## config.mk

```make
export PLATFORM = sky130hd
export DESIGN_NAME = mux_tree_tapbuf_ccff_bank
export DESIGN_NICKNAME = d
export VERILOG_FILES = /design/src/rtl/mux_tree_tapbuf_ccff_bank.sv
export SDC_FILE = /design/constraint.sdc
export NUM_CORES = 1
export LEC_CHECK = 0
export ABC_AREA = 1
export CORE_ASPECT_RATIO = 0.8
export CORE_MARGIN = 3
export CORE_UTILIZATION = 46
export CTS_CLUSTER_SIZE = 20
export DETAILED_ROUTE_END_ITERATION = 10
export PLACE_DENSITY = 0.84
export SLEW_MARGIN = 20
export SYNTH_ARGS = -nofsm -noshare
export SYNTH_HDL_FRONTEND = slang
export SYNTH_SLANG_ARGS = --single-unit
```

## constraint.sdc

```tcl
create_clock -name prog_clk -period 1.3 [get_ports prog_clk]
set_clock_uncertainty 0.05 [all_clocks]
set_input_delay 0.325 -clock prog_clk [delete_from_list [all_inputs] [get_ports prog_clk]]
set_output_delay 0.325 -clock prog_clk [all_outputs]
set_load 0.005 [all_outputs]
```

## src/rtl/mux_tree_tapbuf_ccff_bank.sv

```systemverilog
// mux_tree_tapbuf_ccff_bank: a bank of routing multiplexers. Each channel picks one
// shared input, or a constant-1 pad when its select code is NUM_IN or larger.
// Select codes are loaded serially through a ccff shift chain. A counted commit then
// copies them atomically into a shadow register, so routing never glitches while the
// chain shifts.
// Optional feature: define MUX_OUT_REG_EN to register each channel output on prog_clk.
// The output register resets to 1.
module mux_tree_tapbuf_ccff_bank #(
  parameter int unsigned NUM_IN    = 11,
  parameter int unsigned NUM_CH    = 2,
  parameter int unsigned SEL_W     = $clog2(NUM_IN + 1),
  parameter int unsigned CHAIN_LEN = NUM_CH * SEL_W
) (
  input  logic              prog_clk,
  input  logic              pReset,
  input  logic [NUM_IN-1:0] in,
  input  logic              ccff_head,
  input  logic              cfg_shift,
  input  logic              cfg_commit,
  output logic [NUM_CH-1:0] out,
  output logic              ccff_tail,
  output logic              cfg_valid,
  output logic              cfg_err
);

  localparam int unsigned CNT_W = $clog2(CHAIN_LEN + 2);
  localparam logic [CNT_W-1:0] CNT_FULL = CNT_W'(CHAIN_LEN);
  localparam logic [CNT_W-1:0] CNT_SAT  = CNT_W'(CHAIN_LEN + 1);

  // Configuration state
  logic [CHAIN_LEN-1:0] chain_q,  chain_d;
  logic [CHAIN_LEN-1:0] shadow_q, shadow_d;
  logic [CNT_W-1:0]     cnt_q,    cnt_d;
  logic                 valid_q,  valid_d;
  logic                 err_q,    err_d;
  logic                 commit_ok_c;

  // Decoded mux outputs, before the optional output register
  logic [NUM_CH-1:0]    mux_c;
  logic [SEL_W-1:0]     sel_c;

  // A commit is honoured only when exactly one full chain's worth of bits has been shifted.
  // It checks the pre-shift count and captures the pre-shift chain.
  always_comb begin
    chain_d     = chain_q;
    shadow_d    = shadow_q;
    cnt_d       = cnt_q;
    valid_d     = valid_q;
    err_d       = 1'b0;
    commit_ok_c = cfg_commit && (cnt_q == CNT_FULL);

    if (cfg_shift) begin
      chain_d = {chain_q[CHAIN_LEN-2:0], ccff_head};
    end

    if (commit_ok_c) begin
      shadow_d = chain_q;
      valid_d  = 1'b1;
      cnt_d    = cfg_shift ? CNT_W'(1) : CNT_W'(0);
    end else begin
      if (cfg_shift && (cnt_q != CNT_SAT)) begin
        cnt_d = cnt_q + CNT_W'(1);
      end
      if (cfg_commit) begin
        err_d = 1'b1;
      end
    end
  end

  // Configuration registers. Reset discards any partially shifted configuration.
  always_ff @(posedge prog_clk or posedge pReset) begin
    if (pReset) begin
      chain_q  <= '0;
      shadow_q <= '1;
      cnt_q    <= '0;
      valid_q  <= 1'b0;
      err_q    <= 1'b0;
    end else begin
      chain_q  <= chain_d;
      shadow_q <= shadow_d;
      cnt_q    <= cnt_d;
      valid_q  <= valid_d;
      err_q    <= err_d;
    end
  end

  // Per-channel decode: an in-range code picks in[code]; any other code falls through to constant 1.
  always_comb begin
    mux_c = '1;
    sel_c = '0;
    for (int unsigned k = 0; k < NUM_CH; k++) begin
      sel_c = shadow_q[k*SEL_W +: SEL_W];
      for (int unsigned i = 0; i < NUM_IN; i++) begin
        if (sel_c == SEL_W'(i)) begin
          mux_c[k] = in[i];
        end
      end
    end
  end

`ifdef MUX_OUT_REG_EN
  logic [NUM_CH-1:0] out_q;

  // Output retiming register. It reads as constant 1 out of reset.
  always_ff @(posedge prog_clk or posedge pReset) begin
    if (pReset) begin
      out_q <= '1;
    end else begin
      out_q <= mux_c;
    end
  end

  assign out = out_q;
`else
  assign out = mux_c;
`endif

  assign ccff_tail = chain_q[CHAIN_LEN-1];
  assign cfg_valid = valid_q;
  assign cfg_err   = err_q;

endmodule

```

==> results of run 1 <==
-- report_power, final --
part | internal [uW] | total, uW | switching, uW | leakage, uW
clock network | 119 | 312 | 193 | 0.0000150
registers | 964 | 1180 | 216 | 0.000254
logic | 717 | 1520 | 806 | 0.000502
total | 1800 | 3020 | 1210 | 0.000771
-- tightest hold or removal path, cell delays in order --
cell and delay, ps:
clkdlybuf4s50_1 400, inv_1 90, buf_12 170
-- placed cells by master (no fill, tap or decap), drive strengths merged --
master and instances:
nand3b 1, clkdlybuf4s50 15, dfrtp 14, clkbuf 6
nand3 19, o2111ai 2, nor3 1, o211ai 1
o21ai 20, inv 24, ha 3, nand2 44
dfstp 8, clkdlybuf4s15 1, xor2 1, buf 17
nand4 1, nor2 5
-- area by class of cell --
cell class | count | area, sq um | area share (%)
Multi-Input combinational cell | 98 | 606.8 | 36.38
Sequential cell | 22 | 561.8 | 33.68
Timing Repair Buffer | 35 | 335.3 | 20.11
Inverter | 24 | 92.59 | 5.551
Tap cell | 36 | 45.04 | 2.701
Clock buffer | 4 | 26.28 | 1.575
-- worst paths after layout --
path / from / end / slack, ps / cells past startpoint
worst max-delay path: shadow_q[2]$_DFFE_PP1P_ / out[0] / -620 / 8
worst min-delay path: pReset / cfg_valid$_DFFE_PP0P_ / 290 / 3
worst max register to register: cnt_q[1]$_DFFE_PP0P_ / shadow_q[1]$_DFFE_PP1P_ / 20 / 5
worst min register to register: shadow_q[7]$_DFFE_PP1P_ / shadow_q[7]$_DFFE_PP1P_ / 430 / 2
max in group asynchronous: pReset / shadow_q[1]$_DFFE_PP1P_ / 690 / 3
min in group prog_clk: shadow_q[7]$_DFFE_PP1P_ / shadow_q[7]$_DFFE_PP1P_ / 430 / 2
-- metrics by stage --
| stage | power (uW) | cells | setup slack, ps |
|---|---|---|---|
| after global routing | 3234 | 219 | -657.5 |
| after detailed placement | 2458 | 209 | -783.2 |
| final | 3015 | 219 | -615.5 |
| after floorplan | 1973 | 148 | -17.18 |
| after CTS | 2783 | 214 | -543.5 |
| after global placement | 2367 | 209 | -750.0 |
-- kinds of logic (layout without fill, tap and decap cells) --
kind of cell               count (synthesis)  in the layout  synth area share (%)
xor gates and xnor gates                   1              1                0.7166
adders and majority gates                  3              3                 3.071
buffers and inverters                     28             63                 10.24
AOI/OAI and AO/OA                         23             23                 12.69
and+or+nand+nor                           71             71                 27.43
DFF                                       22             22                 45.85
-- flip-flops by register name, indices dropped and copies added, names as in the netlist --
register / count
cfg_valid: 1
cfg_err: 1
shadow_q: 8
cnt_q: 4
chain_q: 8
-- per-layer routing --
metal / vias to the layer above / track usage [%]
li1: 542 / -
met1: 528 / 19.84
met4: 0 / 4.659
met3: 6 / 3.888
met5: - / 0
met2: 42 / 28.60
-- timing repair --
action | 4_1_cts | 5_1_grt
resized for setup | 22 | 16
endpoints found under the setup margin | 14 | 10
pin swaps | 3 | 3
gates cloned | 0 | 1
endpoints found under the hold margin | 0 | 0
buffers inserted | 1 | 4
==> metrics.yaml, run 1 <==
timing:
  fmax_mhz: 522.1
  final.min_clock_period_ps: 1916
  worst_slack_ps: -615.5
  fin_crit_sh_pct: 147.3
  worst-slew-pin-transition_ps: 210.8
  hold_ws_ps: 287.1
  rsz0062_at_grt: "true"
  slew_violations: 0
  setup_violations: 2
  hold_viol: 0
  fin_tns_setup_ps: -1186
  slew_headroom_pct: 85.93
synthesis:
  yosysMostFrequentCell: "nand2_1"
  syn_inst: 148
  yosysSeqAreaShare_pct: 45.85
  synthTopCellsByCount: "nand2_1 (41), inv_1 (22), nand3_1 (17), dfrtp_1 (14)"
  syn_nets: 167
  synthArstFlopShare_pct: 100.0
  yosysUniqueCellTypes: 25
  yosysWarnings: 0
  syn_area_per_cell_sq_um: 8.260
  synth_top_area_share_pct: 28.66
  ys_seq_elements: 22
  ys_top_cells_by_area: "dfrtp_1 (29%), dfstp_2 (17%), nand2_1 (13%), nand3_1 (7.0%), inv_1 (6.8%)"
  synth_ff_type: "dfrtp_1"
  yosys.area.top_type: "dfrtp_1"
  syn_area_sq_um: 1222
  synth-edff-count: 0
global_route:
  grt_util_all_layers_pct: 16.19
  grt_pass1_vias: 1023
  grt_max_degree: 23
  grt_pass1_wl_um: 4264
  antenna_found_initial: 0
  grt-ovfl-total: 0
layout:
  antennaDiodeCount: 0
  drive_above_1_share_pct: 34.97
  fillCellCount: 206
  fin_nets: 203
  post-route-util_pct: 67.19
  stdcell_area_sq_um: 1668
  syn_to_final_growth_pct: 36.44
floorplan:
  fp.dieW_um: 63.64
  coreArea_sq_um: 2482
  start_util_pct: 49.24
  fp.dieH_um: 52.11
  io_pins: 21
  rows: 16
  die_area_sq_um: 3316
clocking:
  cts_sinks: 22
  h-tree-depth: 1
  cts_buffer_depth: 2
  cts_tree: "yes"
  clk_latency_ps: 300
  root_buffer: "clkbuf_4"
  numCtsBuffers: 3
  clk_pin_slew_worst_paths_ps: 120
  ctsHoldBuffers: 0
job:
  cap_violations: 0
drt:
  vias_per_cell: 5.105
  wl_met2_um: 1433
  drt-initial-drc-count: 58
  antenna_left: 0
  num_vias: 1118
  firstDrtPassIters: 4
  drt-wirelength-per-cell_um: 13.10
  highest_layer: "met4"
  finalWirelength_um: 2869
  drc: 0
  wl_met3_um: 144
  m1WireLength_um: 1265
placed_design:
  globalplace.congestion: 0.8260
  placed_area_sq_um: 1525
  numPortBuffers: 20
  dpl.hpwl_um: 1907
worst_setup_path:
  crit_arrival_ps: 1540
  endpoint_kind: "output pin"
  crit_type: "reg2out"
  cp_max_fo: 6
  cpMaxStageDelayCell: "dfstp_2"
  start_kind: "flip-flop"
  path_cells: "inv_2, nand2_1, nand3_1, nand3_1, nand3_2, nand2_1, inv_1, buf_2"
  crit_family: "flip-flops"
  worst_ep_required_time_ps: 930
  slowest_delay_ps: 610
  critPathBufInv: 3
pwr:
  p_leak_uw: 0.0007714
  ir_drop_v: 0.0007584
  power.density_nw_per_um2: 1808
outcome:
  status: "finished, violations left"
  violations: "setup timing"
worst_hold_path:
  min-delay-path-class: "in2async"
No activity file was read; power rests on OpenSTA's default activity.
==> run 2, diff against run 1 <==
- RECOVER_POWER: unset -> 100
==> metrics.yaml, run 2 (synthesis results as in run 1) <==
timing:
  fmax_mhz: 519.3  # was 522.1 MHz
  worst_slack_ps: -625.6  # was -615.5 ps
  slew_violations: 0  # unchanged
  hold_viol: 0  # unchanged
  worst-slew-pin-transition_ps: 534.7  # was 210.8 ps
  fin_crit_sh_pct: 148.1  # was 147.3%
  rsz0062_at_grt: "true"  # unchanged
  slew_headroom_pct: 64.35  # was 85.93%
  final.min_clock_period_ps: 1926  # was 1916 ps
  setup_violations: 13  # was 2
  fin_tns_setup_ps: -1575  # was -1186 ps
placed_design:
  dpl.hpwl_um: 1907  # unchanged
  globalplace.congestion: 0.8260  # unchanged
  dp_cells: 209  # unchanged
  preCtsSetupSlack_ps: -783.2  # unchanged
  numPortBuffers: 20  # unchanged
pwr:
  ir_drop_v: 0.0007557  # was 0.0007584 V
  power.density_nw_per_um2: 1823  # was 1808 nW/um^2
  clockPowerShare_pct: 10.4  # was 10.3%
  p_int_uw: 1791  # was 1800 uW
  pwr-share-seq_pct: 39.2  # was 39.1%
  p_leak_uw: 0.0007630  # was 0.0007714 uW
  power_uw: 3007  # was 3015 uW
  sw_frac_of_total_pct: 40.44  # was 40.29%
  switchingPower_uw: 1216  # was 1215 uW
  comb_power_share_pct: 50.4  # was 50.5%
worst_setup_path:
  worst_ep_required_time_ps: 930  # about the same
  endpoint_kind: "output pin"  # unchanged
  path_cells: "inv_2, nand2_1, nand3_1, nand3_1, nand3_2, nand2_1, inv_1, buf_2"  # unchanged
  crit_arrival_ps: 1550  # was 1540 ps
  slowest_delay_ps: 610  # about the same
  cp_max_fo: 6  # unchanged
  cpMaxStageDelayCell: "dfstp_2"  # unchanged
  start_kind: "flip-flop"  # unchanged
  crit_type: "reg2out"  # unchanged
clocking:
  cts_tree: "yes"  # unchanged
  clk_pin_slew_worst_paths_ps: 120  # about the same
  ctsHoldBuffers: 0  # unchanged
  h-tree-depth: 1  # unchanged
  clk_latency_ps: 300  # about the same
  cts_buffer_depth: 2  # unchanged
  cts_sinks: 22  # unchanged
  root_buffer: "clkbuf_4"  # unchanged
  numCtsBuffers: 3  # unchanged
floorplan:
  rows: 16  # unchanged
  fp.dieW_um: 63.64  # unchanged
  die_area_sq_um: 3316  # unchanged
  start_util_pct: 49.24  # unchanged
  coreArea_sq_um: 2482  # unchanged
  fp.dieH_um: 52.11  # unchanged
  io_pins: 21  # unchanged
global_route:
  grt_max_degree: 23  # unchanged
  grt_pass1_wl_um: 4264  # unchanged
  antenna_found_initial: 0  # unchanged
  grt-ovfl-total: 0  # unchanged
  grt_pass1_vias: 1023  # unchanged
  grt_util_all_layers_pct: 16.19  # unchanged
layout:
  final_cell_mix: "nand2_1 (33), inv_1 (21), clkdlybuf4s50_1 (14)"  # was nand2_1 (33), inv_1 (20), clkdlybuf4s50_1 (15)
  final_common_cell: "nand2_1"  # unchanged
  drive_above_1_share_pct: 33.88  # was 34.97%
  stdcell_count: 219  # unchanged
  syn_to_final_growth_pct: 34.90  # was 36.44%
  antennaDiodeCount: 0  # unchanged
  fin_nets: 203  # unchanged
  top_regs: "chain_q: 8 flops, shadow_q: 8 flops, cnt_q: 4 flops"  # unchanged
  fillCellCount: 210  # was 206
drt:
  antenna_left: 0  # unchanged
  drt-initial-drc-count: 59  # was 58
  finalWirelength_um: 2888  # was 2869 um
  num_vias: 1120  # was 1118
  drc: 0  # unchanged
  firstDrtPassIters: 4  # unchanged
  drt-wirelength-per-cell_um: 13.19  # was 13.10 um
  vias_per_cell: 5.114  # was 5.105
outcome:
  status: "finished, violations left"  # unchanged
  violations: "setup timing"  # unchanged
worst_hold_path:
  min-delay-path-class: "reg2reg"  # was in2async
job:
  cap_violations: 0  # unchanged
run 2: worst paths after layout:
check                                                to  depth (start not counted)                    start  slack, ps
worst max-delay path                             out[0]                          8  shadow_q[2]$_DFFE_PP1P_       -630
worst min-delay path            shadow_q[7]$_DFFE_PP1P_                          2  shadow_q[7]$_DFFE_PP1P_        430
worst max register to register  shadow_q[1]$_DFFE_PP1P_                          5     cnt_q[1]$_DFFE_PP0P_        -50
worst min register to register  shadow_q[7]$_DFFE_PP1P_                          2  shadow_q[7]$_DFFE_PP1P_        430
max in group asynchronous          cnt_q[2]$_DFFE_PP0P_                          3                   pReset        290
min in group asynchronous          cnt_q[3]$_DFFE_PP0P_                          3                   pReset        530
run 2: power groups by stage:
| stage | Combinational, uW | Clock, uW | Sequential (uW) |
|---|---|---|---|
| floorplan | 840 | 0 | 1130 |
| global placement | 1220 | 0 | 1150 |
| detailed placement | 1300 | 0 | 1160 |
| CTS | 1320 | 320 | 1150 |
| global route | 1660 | 351 | 1210 |
| finish | 1520 | 312 | 1180 |
run 2: stage by stage:
step	util (%)	hold WS [ps]	area, sq um
2_1_floorplan	-	258.3	1222
3_3_place_gp	61.44	402.7	1525
3_5_place_dp	61.44	398.0	1525
4_1_cts	63.00	285.4	1564
5_1_grt	66.43	447.8	1649
6_report	66.43	428.0	1649
run 2: layer usage:
| layer | wire (um) | track usage (%) | share of wire [%] | vias to the layer above |
|---|---|---|---|---|
| met5 | 0 | 0 | 0 | - |
| met4 | 21 | 4.659 | 0.73 | 0 |
| met3 | 146 | 3.888 | 5.1 | 4 |
| met2 | 1426 | 28.60 | 49 | 43 |
| met1 | 1294 | 19.84 | 45 | 530 |
| li1 | - | - | - | 543 |
run 2: what timing repair did:
action / 4_1_cts / 5_1_grt
cloned: 0 / 1
setup buffers: 1 / 4
gates resized for setup: 22 / 16
endpoints found under the hold margin: 0 / 0
setup endpoints to repair: 14 / 10
pin swaps: 3 / 3
run 2: worst max-delay path: cells and delay by family (launching register included):
kind / cells / cell delay (ps)
DFF: 1 / 610
buffers and inverters: 3 / 230
and+or+nand+nor: 5 / 410
run 2: final cells by class:
type / count / area, sq um / share of cell area (%)
sequential: 22 / 561.8 / 34.07
tap: 36 / 45.04 / 2.731
clock buffer: 4 / 26.28 / 1.593
multi-input combinational: 98 / 606.8 / 36.80
timing repair buffer: 35 / 316.6 / 19.20
inverter: 24 / 92.59 / 5.615
==> run 3, diff against run 2 <==
==> constraint.sdc (replaced) <==
create_clock -name prog_clk -period 1.3 [get_ports prog_clk]
set_clock_uncertainty 0.05 [all_clocks]
set_input_delay 0.195 -clock prog_clk [delete_from_list [all_inputs] [get_ports prog_clk]]
set_output_delay 0.195 -clock prog_clk [all_outputs]
set_load 0.005 [all_outputs]
==> metrics.yaml, run 3 (synthesis results as in run 1) <==
outcome:
  status: "finished, violations left"  # unchanged
  violations: "setup timing"  # unchanged
clocking:
  cts_sinks: 22  # unchanged
  h-tree-depth: 1  # unchanged
  ctsHoldBuffers: 0  # unchanged
  clk_pin_slew_worst_paths_ps: 120  # about the same
  numCtsBuffers: 3  # unchanged
  cts_tree: "yes"  # unchanged
  clk_latency_ps: 300  # about the same
  cts_buffer_depth: 2  # unchanged
  root_buffer: "clkbuf_4"  # unchanged
timing:
  worst_slack_ps: -476.4  # was -625.6 ps
  fin_crit_sh_pct: 136.6  # was 148.1%
  rsz0062_at_grt: "true"  # unchanged
  worst-slew-pin-transition_ps: 519.6  # was 534.7 ps
  slew_headroom_pct: 65.36  # was 64.35%
  fmax_mhz: 562.9  # was 519.3 MHz
  hold_ws_ps: 373.3  # was 428.0 ps
  slew_violations: 0  # unchanged
  setup_violations: 2  # was 13
  final.min_clock_period_ps: 1776  # was 1926 ps
  hold_viol: 0  # unchanged
pwr:
  switchingPower_uw: 1209  # was 1216 uW
  p_int_uw: 1824  # was 1791 uW
  comb_power_share_pct: 48.8  # was 50.4%
  p_leak_uw: 0.0007624  # was 0.0007630 uW
  clockPowerShare_pct: 12.3  # was 10.4%
  sw_frac_of_total_pct: 39.86  # was 40.44%
  ir_drop_v: 0.0008718  # was 0.0007557 V
  power_uw: 3032  # was 3007 uW
  power.density_nw_per_um2: 1840  # was 1823 nW/um^2
  pwr-share-seq_pct: 38.9  # was 39.2%
placed_design:
  dpl.hpwl_um: 1979  # was 1907 um
  globalplace.congestion: 0.8178  # was 0.8260
  preCtsSetupSlack_ps: -533.8  # was -783.2 ps
  numPortBuffers: 20  # unchanged
  dp_cells: 209  # unchanged
floorplan:
  coreArea_sq_um: 2482  # unchanged
  fp.dieW_um: 63.64  # unchanged
  io_pins: 21  # unchanged
  fp.dieH_um: 52.11  # unchanged
  die_area_sq_um: 3316  # unchanged
  start_util_pct: 49.24  # unchanged
  rows: 16  # unchanged
global_route:
  grt_pass1_vias: 1042  # was 1023
  antenna_found_initial: 0  # unchanged
  grt_pass1_wl_um: 4443  # was 4264 um
  grt_util_all_layers_pct: 17.08  # was 16.19%
  grt_max_degree: 23  # unchanged
  grt-ovfl-total: 0  # unchanged
worst_setup_path:
  endpoint_kind: "output pin"  # unchanged
  worst_ep_required_time_ps: 1050  # was 930 ps
  crit_arrival_ps: 1530  # was 1550 ps
  crit_type: "reg2out"  # unchanged
  cp_max_fo: 6  # unchanged
  start_kind: "flip-flop"  # unchanged
drt:
  firstDrtPassIters: 4  # unchanged
  drt-initial-drc-count: 60  # was 59
  num_vias: 1091  # was 1120
  antenna_left: 0  # unchanged
  finalWirelength_um: 2722  # was 2888 um
  drc: 0  # unchanged
  vias_per_cell: 5.051  # was 5.114
  drt-wirelength-per-cell_um: 12.60  # was 13.19 um
layout:
  final_common_cell: "nand2_1"  # unchanged
  top_regs: "chain_q: 8 flops, shadow_q: 8 flops, cnt_q: 4 flops"  # unchanged
  stdcell_count: 216  # was 219
  fillCellCount: 218  # was 210
  final_cell_mix: "nand2_1 (33), inv_1 (21), dfrtp_1 (14)"  # was nand2_1 (33), inv_1 (21), clkdlybuf4s50_1 (14)
  fin_nets: 200  # was 203
  syn_to_final_growth_pct: 34.80  # was 34.90%
  drive_above_1_share_pct: 31.67  # was 33.88%
  antennaDiodeCount: 0  # unchanged
worst_hold_path:
  min-delay-path-class: "in2async"  # was reg2reg
job:
  cap_violations: 0  # unchanged
==> run 3: cell types whose count changed in the layout (fill, tap and decap cells not counted), sizes merged <==
cell | before | now
dlygate4sd3 | 1 | 2
clkdlybuf4s50 | 14 | 13
clkbuf | 10 | 8
buf | 13 | 10
dlygate4sd2 | 0 | 3
clkdlybuf4s15 | 1 | 0
==> run 3: metrics by stage <==
stage                     area (sq um)  setup TNS, ps  utilization [%]
after floorplan                   1222              0                -
after global placement            1513         -978.9            60.94
after detailed placement          1513          -1189            60.94
after CTS                         1560         -831.2            62.85
after global routing              1648          -1653            66.38
final                             1648         -914.5            66.38
==> run 3: area by class of cell <==
type | instances | area [sq um] | area share [%]
timing repair buffer | 32 | 305.3 | 18.53
clock buffer | 4 | 36.28 | 2.202
multi-input combinational | 98 | 610.6 | 37.05
sequential | 22 | 560.5 | 34.02
inverter | 24 | 90.09 | 5.467
tap | 36 | 45.04 | 2.733
==> run 3: metal layers <==
layer	vias to the layer above	global-route usage (%)	wire [um]	part of all wire, %
li1	538	-	-	-
met1	517	20.33	1235	45
met2	29	31.02	1325	49
met3	7	4.752	123	4.5
met4	0	3.584	38	1.4
met5	-	0	0	0
==> run 3: timing repair <==
action	in CTS	in global routing
pin swaps	1	4
gates cloned	0	1
buffers inserted	0	2
resized for setup	16	16
setup endpoints to repair	13	14
==> run 3: worst paths after layout <==
| kind | slack (ps) | cells past startpoint | to | start |
|---|---|---|---|---|
| min reg2reg | 430 | 2 | cfg_valid$_DFFE_PP0P_ | cfg_valid$_DFFE_PP0P_ |
| max reg2reg | 0 | 6 | shadow_q[6]$_DFFE_PP1P_ | cnt_q[0]$_DFFE_PP0P_ |
| max in group asynchronous | 460 | 3 | shadow_q[0]$_DFFE_PP1P_ | pReset |
| min in group prog_clk | 400 | 3 | chain_q[0]$_DFFE_PP0P_ | ccff_head |
| min | 370 | 3 | cnt_q[1]$_DFFE_PP0P_ | pReset |
| max | -480 | 8 | out[0] | shadow_q[2]$_DFFE_PP1P_ |
==> run 3: worst max-delay path: stages (launching register included) <==
cell     delay, ps
dfstp_2        610
inv_2           80
nand2_1         60
nand3_1         60
nand3_1        110
nand3_2         90
nand2_2         60
inv_1           40
buf_2          120
==> run 3: power by group through the flow <==
stage          Clock, uW  Sequential [uW]  Combinational (uW)
2_1_floorplan          0             1130                 840
3_3_place_gp           0             1140                1220
3_5_place_dp           0             1160                1300
4_1_cts              381             1150                1300
5_1_grt              407             1210                1640
6_report             372             1180                1480
